**config.mk**
```make
export PLATFORM = sky130hd
export DESIGN_NAME = pc_lr_sequencer_flat
export DESIGN_NICKNAME = d
export VERILOG_FILES = /design/src/rtl/pc_lr_sequencer_if.sv /design/src/rtl/pc_lr_sequencer.sv /design/src/flat_wrapper.sv
export SDC_FILE = /design/constraint.sdc
export NUM_CORES = 1
export LEC_CHECK = 0
export CAP_MARGIN = 20
export CORE_AREA = 2 2 41 43
export CTS_CLUSTER_SIZE = 10
export DETAILED_ROUTE_END_ITERATION = 12
export DIE_AREA = 0 0 43 45
export GPL_TIMING_DRIVEN = 1
export HOLD_SLACK_MARGIN = 0.05
export PLACE_DENSITY_LB_ADDON = 0.3
export SLEW_MARGIN = 20
export SYNTH_ARGS = -nofsm -noshare
export SYNTH_HDL_FRONTEND = slang
export SYNTH_SLANG_ARGS = --single-unit
export TNS_END_PERCENT = 100
```
**constraint.sdc**
```tcl
create_clock -name Clock -period 1.9 [get_ports Clock]
set_clock_uncertainty 0.2 [all_clocks]
set_input_delay 0.285 -clock Clock [delete_from_list [all_inputs] [get_ports Clock]]
set_output_delay 0.285 -clock Clock [all_outputs]
set_load 0.05 [all_outputs]
```
**src/rtl/pc_lr_sequencer_if.sv**
```systemverilog
// Decoder/bus-side handshake and datapath strobe bundle
// for the Pc/Lr sequencer.
interface pc_lr_sequencer_if;
  logic       OpValid;
  logic [2:0] Op;
  logic       OpReady;
  logic       BusAck;
  logic       PcEn;
  logic       PcWe;
  logic       PcSel;
  logic       PcIncCin;
  logic       LrEn;
  logic       LrSel;
  logic       LrWe;
  logic       Done;
  logic       Error;

  modport master (
    output OpValid,
    output Op,
    output BusAck,
    input  OpReady,
    input  PcEn,
    input  PcWe,
    input  PcSel,
    input  PcIncCin,
    input  LrEn,
    input  LrSel,
    input  LrWe,
    input  Done,
    input  Error
  );

  modport slave (
    input  OpValid,
    input  Op,
    input  BusAck,
    output OpReady,
    output PcEn,
    output PcWe,
    output PcSel,
    output PcIncCin,
    output LrEn,
    output LrSel,
    output LrWe,
    output Done,
    output Error
  );
endinterface

```
**src/rtl/pc_lr_sequencer.sv**
```systemverilog
// Program-flow command sequencer driving the Pc/Lr
// datapath strobes, with bus-ack waits and timeout.
module pc_lr_sequencer #(
  parameter int TIMEOUT = 15,
  parameter int CW      = 8
) (
  input logic               Clock,
  input logic               Reset,
  pc_lr_sequencer_if.slave  bus
);

  typedef enum logic [2:0] {
    IDLE,
    INC,
    SAVE,
    LDPC,
    RET,
    STPC,
    LDLR
  } state_t;

  localparam logic [CW-1:0] LIMIT = CW'(TIMEOUT - 1);
  localparam logic [CW-1:0] SAT   = CW'(TIMEOUT);

  state_t        state;
  state_t        stateNext;
  logic [CW-1:0] waitCnt;
  logic [CW-1:0] waitCntNext;
  logic [CW-1:0] cntInc;
  logic          errorQ;
  logic          errorNext;
  logic          expire;

  logic opReady;
  logic pcEn;
  logic pcWe;
  logic pcSel;
  logic pcIncCin;
  logic lrEn;
  logic lrSel;
  logic lrWe;
  logic done;

  always_ff @(posedge Clock) begin
    if (Reset) begin
      state   <= IDLE;
      waitCnt <= '0;
      errorQ  <= 1'b0;
    end else begin
      state   <= stateNext;
      waitCnt <= waitCntNext;
      errorQ  <= errorNext;
    end
  end

  // waitCnt holds the number of ack-less cycles already spent,
  // so the last permitted wait cycle sees waitCnt == TIMEOUT-1
  assign cntInc = (waitCnt >= SAT) ? waitCnt : waitCnt + 1'b1;
  assign expire = !bus.BusAck && (waitCnt >= LIMIT);

  always_comb begin
    stateNext   = state;
    waitCntNext = '0;
    errorNext   = errorQ;
    opReady     = 1'b0;
    pcEn        = 1'b0;
    pcWe        = 1'b0;
    pcSel       = 1'b0;
    pcIncCin    = 1'b0;
    lrEn        = 1'b0;
    lrSel       = 1'b0;
    lrWe        = 1'b0;
    done        = 1'b0;

    unique case (state)
      IDLE: begin
        opReady = 1'b1;
        if (bus.OpValid) begin
          case (bus.Op)
            3'd0:    stateNext = INC;
            3'd1:    stateNext = LDPC;
            3'd2:    stateNext = SAVE;
            3'd3:    stateNext = RET;
            3'd4:    stateNext = STPC;
            3'd5:    stateNext = LDLR;
            default: errorNext = 1'b1;
          endcase
        end
      end
      INC: begin
        pcIncCin  = 1'b1;
        pcWe      = 1'b1;
        done      = 1'b1;
        stateNext = IDLE;
      end
      SAVE: begin
        lrSel     = 1'b1;
        lrWe      = 1'b1;
        stateNext = LDPC;
      end
      RET: begin
        lrEn      = 1'b1;
        pcSel     = 1'b1;
        pcWe      = 1'b1;
        done      = 1'b1;
        stateNext = IDLE;
      end
      LDPC: begin
        pcSel = 1'b1;
        if (bus.BusAck) begin
          pcWe      = 1'b1;
          done      = 1'b1;
          stateNext = IDLE;
        end else if (expire) begin
          errorNext = 1'b1;
          stateNext = IDLE;
        end else begin
          waitCntNext = cntInc;
        end
      end
      STPC: begin
        pcEn = 1'b1;
        if (bus.BusAck) begin
          done      = 1'b1;
          stateNext = IDLE;
        end else if (expire) begin
          errorNext = 1'b1;
          stateNext = IDLE;
        end else begin
          waitCntNext = cntInc;
        end
      end
      LDLR: begin
        if (bus.BusAck) begin
          lrWe      = 1'b1;
          done      = 1'b1;
          stateNext = IDLE;
        end else if (expire) begin
          errorNext = 1'b1;
          stateNext = IDLE;
        end else begin
          waitCntNext = cntInc;
        end
      end
      default: stateNext = IDLE;
    endcase
  end

  assign bus.OpReady  = opReady;
  assign bus.PcEn     = pcEn;
  assign bus.PcWe     = pcWe;
  assign bus.PcSel    = pcSel;
  assign bus.PcIncCin = pcIncCin;
  assign bus.LrEn     = lrEn;
  assign bus.LrSel    = lrSel;
  assign bus.LrWe     = lrWe;
  assign bus.Done     = done;
  assign bus.Error    = errorQ;

endmodule

```
**src/flat_wrapper.sv**
```systemverilog
// flat-port wrapper written by rule: the top's interface ports become plain ports
module pc_lr_sequencer_flat 
#(
  parameter int TIMEOUT = 15,
  parameter int CW      = 8
)
  (Clock, Reset, bus_OpValid, bus_Op, bus_BusAck, bus_OpReady, bus_PcEn, bus_PcWe, bus_PcSel, bus_PcIncCin, bus_LrEn, bus_LrSel, bus_LrWe, bus_Done, bus_Error);
  pc_lr_sequencer_if bus_i ();
  input logic Clock;
  input logic Reset;
  input wire logic [$bits(bus_i.OpValid)-1:0] bus_OpValid;
  input wire logic [$bits(bus_i.Op)-1:0] bus_Op;
  input wire logic [$bits(bus_i.BusAck)-1:0] bus_BusAck;
  output wire logic [$bits(bus_i.OpReady)-1:0] bus_OpReady;
  output wire logic [$bits(bus_i.PcEn)-1:0] bus_PcEn;
  output wire logic [$bits(bus_i.PcWe)-1:0] bus_PcWe;
  output wire logic [$bits(bus_i.PcSel)-1:0] bus_PcSel;
  output wire logic [$bits(bus_i.PcIncCin)-1:0] bus_PcIncCin;
  output wire logic [$bits(bus_i.LrEn)-1:0] bus_LrEn;
  output wire logic [$bits(bus_i.LrSel)-1:0] bus_LrSel;
  output wire logic [$bits(bus_i.LrWe)-1:0] bus_LrWe;
  output wire logic [$bits(bus_i.Done)-1:0] bus_Done;
  output wire logic [$bits(bus_i.Error)-1:0] bus_Error;
  assign bus_i.OpValid = bus_OpValid;
  assign bus_i.Op = bus_Op;
  assign bus_i.BusAck = bus_BusAck;
  assign bus_OpReady = bus_i.OpReady;
  assign bus_PcEn = bus_i.PcEn;
  assign bus_PcWe = bus_i.PcWe;
  assign bus_PcSel = bus_i.PcSel;
  assign bus_PcIncCin = bus_i.PcIncCin;
  assign bus_LrEn = bus_i.LrEn;
  assign bus_LrSel = bus_i.LrSel;
  assign bus_LrWe = bus_i.LrWe;
  assign bus_Done = bus_i.Done;
  assign bus_Error = bus_i.Error;
  pc_lr_sequencer #(.TIMEOUT(TIMEOUT), .CW(CW)) u_core (.Clock(Clock), .Reset(Reset), .bus(bus_i));
endmodule
```
==> results of run 1 <==
[what timing repair did]
action                                  in CTS  in global routing
endpoints found under the setup margin       4                  9
pin swaps                                    1                  1
gates cloned                                 0                  0
gates resized for setup                      4                  8
[through the flow]
stage	total power (W)	util	hold WS, ns	setup TNS (ns)
after CTS	0.000628	0.674	0.308	-0.0433
after detailed placement	0.000482	0.656	0.334	-0.0803
after global routing	0.000664	0.691	0.384	-0.00988
after floorplan	0.000379	-	0.157	0
after global placement	0.000481	0.656	0.330	-0.00246
final	0.000629	0.691	0.352	0
[worst max path at each step]
stage          slack [ns]  cells past startpoint       startpoint               to
6_report             0.03                      3  u_core.state[2]         bus_Done
5_1_grt             -0.01                      3  u_core.state[2]         bus_Done
4_1_cts             -0.02                      4  u_core.state[2]         bus_PcWe
3_5_place_dp        -0.07                      5       bus_BusAck  u_core.state[1]
3_3_place_gp       -0.002                      5       bus_BusAck  u_core.state[1]
2_1_floorplan       0.007                      4  u_core.state[2]  u_core.state[1]
[registers in the layout, summed over array words and instances (netlist names)]
signal,cells
u_core.bus.Error,1
u_core.state,3
u_core.waitCnt,8
[cell type report]
class	instances	area [um2]
well taps	16	20.0
flip-flops and latches	12	245
fillers	123	454
clock buffers	3	22.5
multi-input cells	59	415
repair buffers	22	292
inverters	6	22.5
[cells by family after synthesis]
family | count (synthesis) | synth area share
muxes | 2 | 0.0331
DFF | 12 | 0.374
and+or+nand+nor | 34 | 0.290
other | 1 | 0.00583
adders and majority gates | 2 | 0.0389
xor gates and xnor gates | 4 | 0.0545
AOI/OAI and AO/OA | 13 | 0.156
buffers and inverters | 8 | 0.0486
[power by group through the flow]
stage                     Combinational [W]  Clock [W]  Sequential, W
after CTS                          0.000201   0.000153       0.000274
after floorplan                   0.0000978          0       0.000281
after detailed placement           0.000202          0       0.000280
after global placement             0.000201          0       0.000280
final                              0.000209   0.000145       0.000275
after global routing               0.000219   0.000170       0.000276
[layer usage]
layer  wire (um)  track usage  share of wire
met5           0            0              0
met4          23       0.0727          0.017
met3          52       0.0720          0.038
met2         647        0.212           0.47
met1         660        0.206           0.48
[critical path, stage by stage (launching register included)]
cell and delay [ns]:
dfxtp_4 0.37, or2_2 0.36, and3_1 0.23, buf_12 0.15
[placed cells by master (no fill, tap or decap), types with 3 or more instances in the layout]
master,Yosys,layout
clkbuf_4,0,3
clkdlybuf4s50_1,0,5
xor2_1,3,3
and3_1,3,3
nand2_1,10,8
nand3_1,4,4
dfxtp_1,12,10
nor2_1,6,5
conb_1,1,4
inv_1,6,4
buf_12,0,9
buf_4,0,7
==> results.md, run 1 <==
* Initial antenna violation count at 0
* Critical R2R Launch: u_core.waitCnt[0]
* Initial DRC Count at 14
* GRT Util Overall at 0.155
* H-tree Lvls at 1
* Area contributors post-synth: dfxtp_1, nand2_1, xor2_1, ha_1, inv_1
* Critical path capture point type: primary output
* Worst setup margin at 0.0333 ns
* Status: complete, no violations
* IO Port Bufs at 16
* Pre-CTS setup slack at -0.0688 ns
* Switching share of power at 0.311
* Netlist cell types at 33
* Width of the chip at 43 um
* Reg clk slew, reported paths at 0.06 ns
* Mean Syn Cell Area at 8.46 um2
* Largest net degree at the start of global routing at 11
* Post-synth top area share at 0.374
* Cell leakage power at 0.427 nW
* Arrival time at the worst endpoint at 1.38 ns
* R2R cell count at 6
* Hold Vio Cnt, Final at 0
* Final wirelength at 1.38 mm
* Clock Sinks at 12
* Slew Limit Fails at 0
* Synth Flop Type: dfxtp_1
* Core ar. at 1470 um2
* Final HPWL DP at 1.04 mm
* Ant. Diodes at 0
* Max-Cap Viols at 0
* Hold buffers post-CTS at 0
* Crit-path max FO at 8
* Clk buf depth at 2
* RSZ-0062 raised after global routing: true
* # IOs at 17
* Worst Hold Launch: bus_BusAck
* Filler-free cell count of the finished design at 118
* Worst setup SP type: register
* Fin crit period at 1.87 ns
* Global route overflow at 0
* Dpl cells at 115
* Post-CTS setup repair buffer count at 0
* Reg power frac at 0.436
* Hold Path Class: input port to register
* DIE HEIGHT at 45 um
* Vias post-DR at 598
* Worst reg2reg endpoint: u_core.state[1]
* Final setup viols at 0
* Cts bufs inserted at 3
* Hold EP: u_core.bus.Error
* Synth Instances at 76
* Largest area contributor in the netlist: dfxtp_1
* Post-synth EDFFs at 0
* CTS root buf: clkbuf_4
* Die area at 1940 um2
* Synth warn at 0
* Reg2Reg Setup Slack at 0.09 ns
* Switching pwr at 0.000196 W
* Peak VDD IR at 484 uV
* Row count at 14
* Most frequent cell after synthesis: dfxtp_1
* First-pass GRT wire length at 2.16 mm
* Area Overhead vs Synth at 58.2%
* Setup CP Type: register to primary output
* Routability congestion estimate at 0.815
* Clock share of power at 0.231
* Final Instance Area at 1020 um2
* Fmax at 536 MHz
* Hold Path Depth at 3
* PD cells at 619 nW/um2
* CTS tree: yes
* Share of cells above drive strength 1 at 0.363
* Remaining DRCs at 0
* Worst-Skew Late Latency at 0.27 ns
* DRT Pass-1 Iters at 4
* Worst Path Required at 1.41 ns
* Combinational group share of total power at 0.333
* Initial core utilization at 0.437
* Synth cell count leaders: dfxtp_1, nand2_1, inv_1, nor2_1, nand3_1
* Vias in the first global route at 515
* Final net count at 113
* DRT antenna net count at 0
* Placed inst area at 966 um2
* Wire per inst at 11.7 um
* FF+latch count, synth at 12
* Crit share post-route at 0.982
* P_int at 0.000433 W
* DR vias/cell at 5.07
* Mapped cell area at 643 um2
* Synth async-reset ratio at 0
* Register area share after synthesis at 0.374
No activity file was read; power rests on OpenSTA's default activity.
==> inputs of run 2 (changes only) <==
- CELL_PAD_IN_SITES_DETAIL_PLACEMENT: not set -> 0
- CELL_PAD_IN_SITES_GLOBAL_PLACEMENT: not set -> 1
- CORE_AREA: 2 2 41 43 -> 2 2 48 50
- DIE_AREA: 0 0 43 45 -> 0 0 50 52
==> run 2 against run 1 <==
Effect of this change: combinational power grew 5%; sequential power barely moved; first-iteration DRC count is 43% lower; count of clock-buffer cells in the layout is 1 higher; global-route usage is 2.5 points lower; critical path type unchanged.
==> results.md, run 2 (synthesized netlist as in run 1, its figures left out) <==
* Hold Path Class: input port to register
* Initial core utilization at 0.305 (-0.132)
* Final wirelength at 1.47 mm (+6.3%)
* # IOs at 17 (unchanged)
* Routability congestion estimate at 0.857 (+5.1%)
* DRT antenna net count at 0 (unchanged)
* CTS tree: yes
* Setup CP Type: register to primary output
* Area Overhead vs Synth at 71.8%
* Final setup viols at 0 (unchanged)
* Cell leakage power at 0.473 nW (+11%)
* Hold buffers post-CTS at 0 (unchanged)
* Final net count at 119 (+5.3%)
* Hold Vio Cnt, Final at 0 (unchanged)
* Arrival time at the worst endpoint at 1.35 ns (-0.03 ns)
* Critical path capture point type: primary output
* First-pass GRT wire length at 2.57 mm (+19%)
* Leading cell types in the layout, fill and taps excluded: buf_4, buf_12, dfxtp_1, nand2_1, inv_1
* Remaining DRCs at 0 (unchanged)
* GRT Util Overall at 0.130 (-0.0250)
* Initial antenna violation count at 0 (unchanged)
* DRT Pass-1 Iters at 2 (-2)
* Vias in the first global route at 617 (+20%)
* Vias post-DR at 653 (+9.2%)
* Largest net degree at the start of global routing at 10 (-1)
* DR vias/cell at 4.77 (-5.9%)
* Fin crit period at 1.84 ns (-0.0282 ns)
* Slew Limit Fails at 0 (unchanged)
* Width of the chip at 50 um (+16%)
* Most common library cell in the layout ignoring fill and taps: buf_4
* Share of cells above drive strength 1 at 0.404 (+0.0409)
* CTS root buf: clkbuf_4
* Buf/Inv on CP at 1 (unchanged)
* Critical path's largest stage delay at 0.37 ns (about the same)
* Clk buf depth at 2 (unchanged)
* Core ar. at 2110 um2 (+43%)
* Fmax at 544 MHz (+1.5%)
* Worst-Skew Late Latency at 0.26 ns (about the same)
* Clock Sinks at 12 (unchanged)
* Die area at 2600 um2 (+34%)
* Max-Cap Viols at 0 (unchanged)
* Dpl cells at 131 (+14%)
* IO Port Bufs at 16 (unchanged)
* Crit share post-route at 0.968 (-0.0149)
* Peak VDD IR at 436 uV (-10%)
* DIE HEIGHT at 52 um (+16%)
* Filler-free cell count of the finished design at 137 (+16%)
* Cts bufs inserted at 3 (unchanged)
* Ordered list of cells on the worst path: or2_2, and3_4, buf_12
* Crit path max-delay family: simple AND/OR/NAND/NOR gates
* H-tree Lvls at 1 (unchanged)
* Global route overflow at 0 (unchanged)
* Worst Path Required at 1.41 ns (about the same)
* Max reg flops at 8 (unchanged)
* Most flop-heavy register: u_core.waitCnt
* Wire per inst at 10.7 um (-8.5%)
* Row count at 17 (+3)
* Crit-path max FO at 8 (unchanged)
* Final HPWL DP at 1.24 mm (+20%)
* Reg clk slew, reported paths at 0.07 ns (about the same)
* Initial DRC Count at 8 (-6)
* Status: complete, no violations
* Setup TNS at 0 ns (unchanged)
* PD cells at 620 nW/um2 (+0.20%)
* Ant. Diodes at 0 (unchanged)
* Worst setup SP type: register
* Slowest cell on crit path: dfxtp_4
[run 2: final timing paths]
path | start | end | slack, ns | depth (start not counted)
worst max-delay path | u_core.state[2] | bus_Done | 0.06 | 3
worst min-delay path | bus_BusAck | u_core.waitCnt[0] | 0.25 | 3
worst max register to register | u_core.waitCnt[0] | u_core.state[2] | 0.11 | 6
worst min register to register | u_core.bus.Error | u_core.bus.Error | 0.35 | 2
[run 2: per-layer routing]
metal,global-route usage,wire length [um]
met5,0,0
met4,0.0694,33
met1,0.133,611
met3,0.0489,42
met2,0.228,783
[run 2: power breakdown]
part           switching [W]  internal [W]  total (W)
logic               0.000113      0.000107   0.000220
clock network      0.0000747      0.000116   0.000191
registers          0.0000121      0.000261   0.000273
total               0.000200      0.000485   0.000685
[run 2: metrics by stage]
stage	util	total power (W)	setup slack, ns	area (um2)	hold WS, ns
2_1_floorplan	-	0.000379	0.00692	662	0.157
3_3_place_gp	0.480	0.000487	0.0109	1010	0.332
3_5_place_dp	0.480	0.000490	-0.0676	1010	0.339
4_1_cts	0.501	0.000682	0.00274	1050	0.363
5_1_grt	0.525	0.000721	-0.00824	1100	0.293
6_report	0.525	0.000685	0.0616	1100	0.253
[run 2: cell type report]
cell class	instances	area, um2
flip-flops and latches	12	246
inverters	6	22.5
multi-input cells	59	424
clock buffers	4	36.3
repair buffers	28	340
well taps	28	35.0
fillers	202	1000
[run 2: worst min-delay path: cells and delay by family]
kind,cells,cell delay (ns)
buf+inv,1,0.16
simple gates,2,0.24
[run 2: repair_timing]
action / 4_1_cts / 5_1_grt
resized for setup: 3 / 10
pin swaps: 0 / 3
buffers inserted: 0 / 2
setup endpoints to repair: 4 / 6
==> inputs of run 3 (changes only) <==
- TNS_END_PERCENT: 100 -> not set
==> results of run 3 <==
The final DEF is identical to that of run 2; final timing and power are the same.
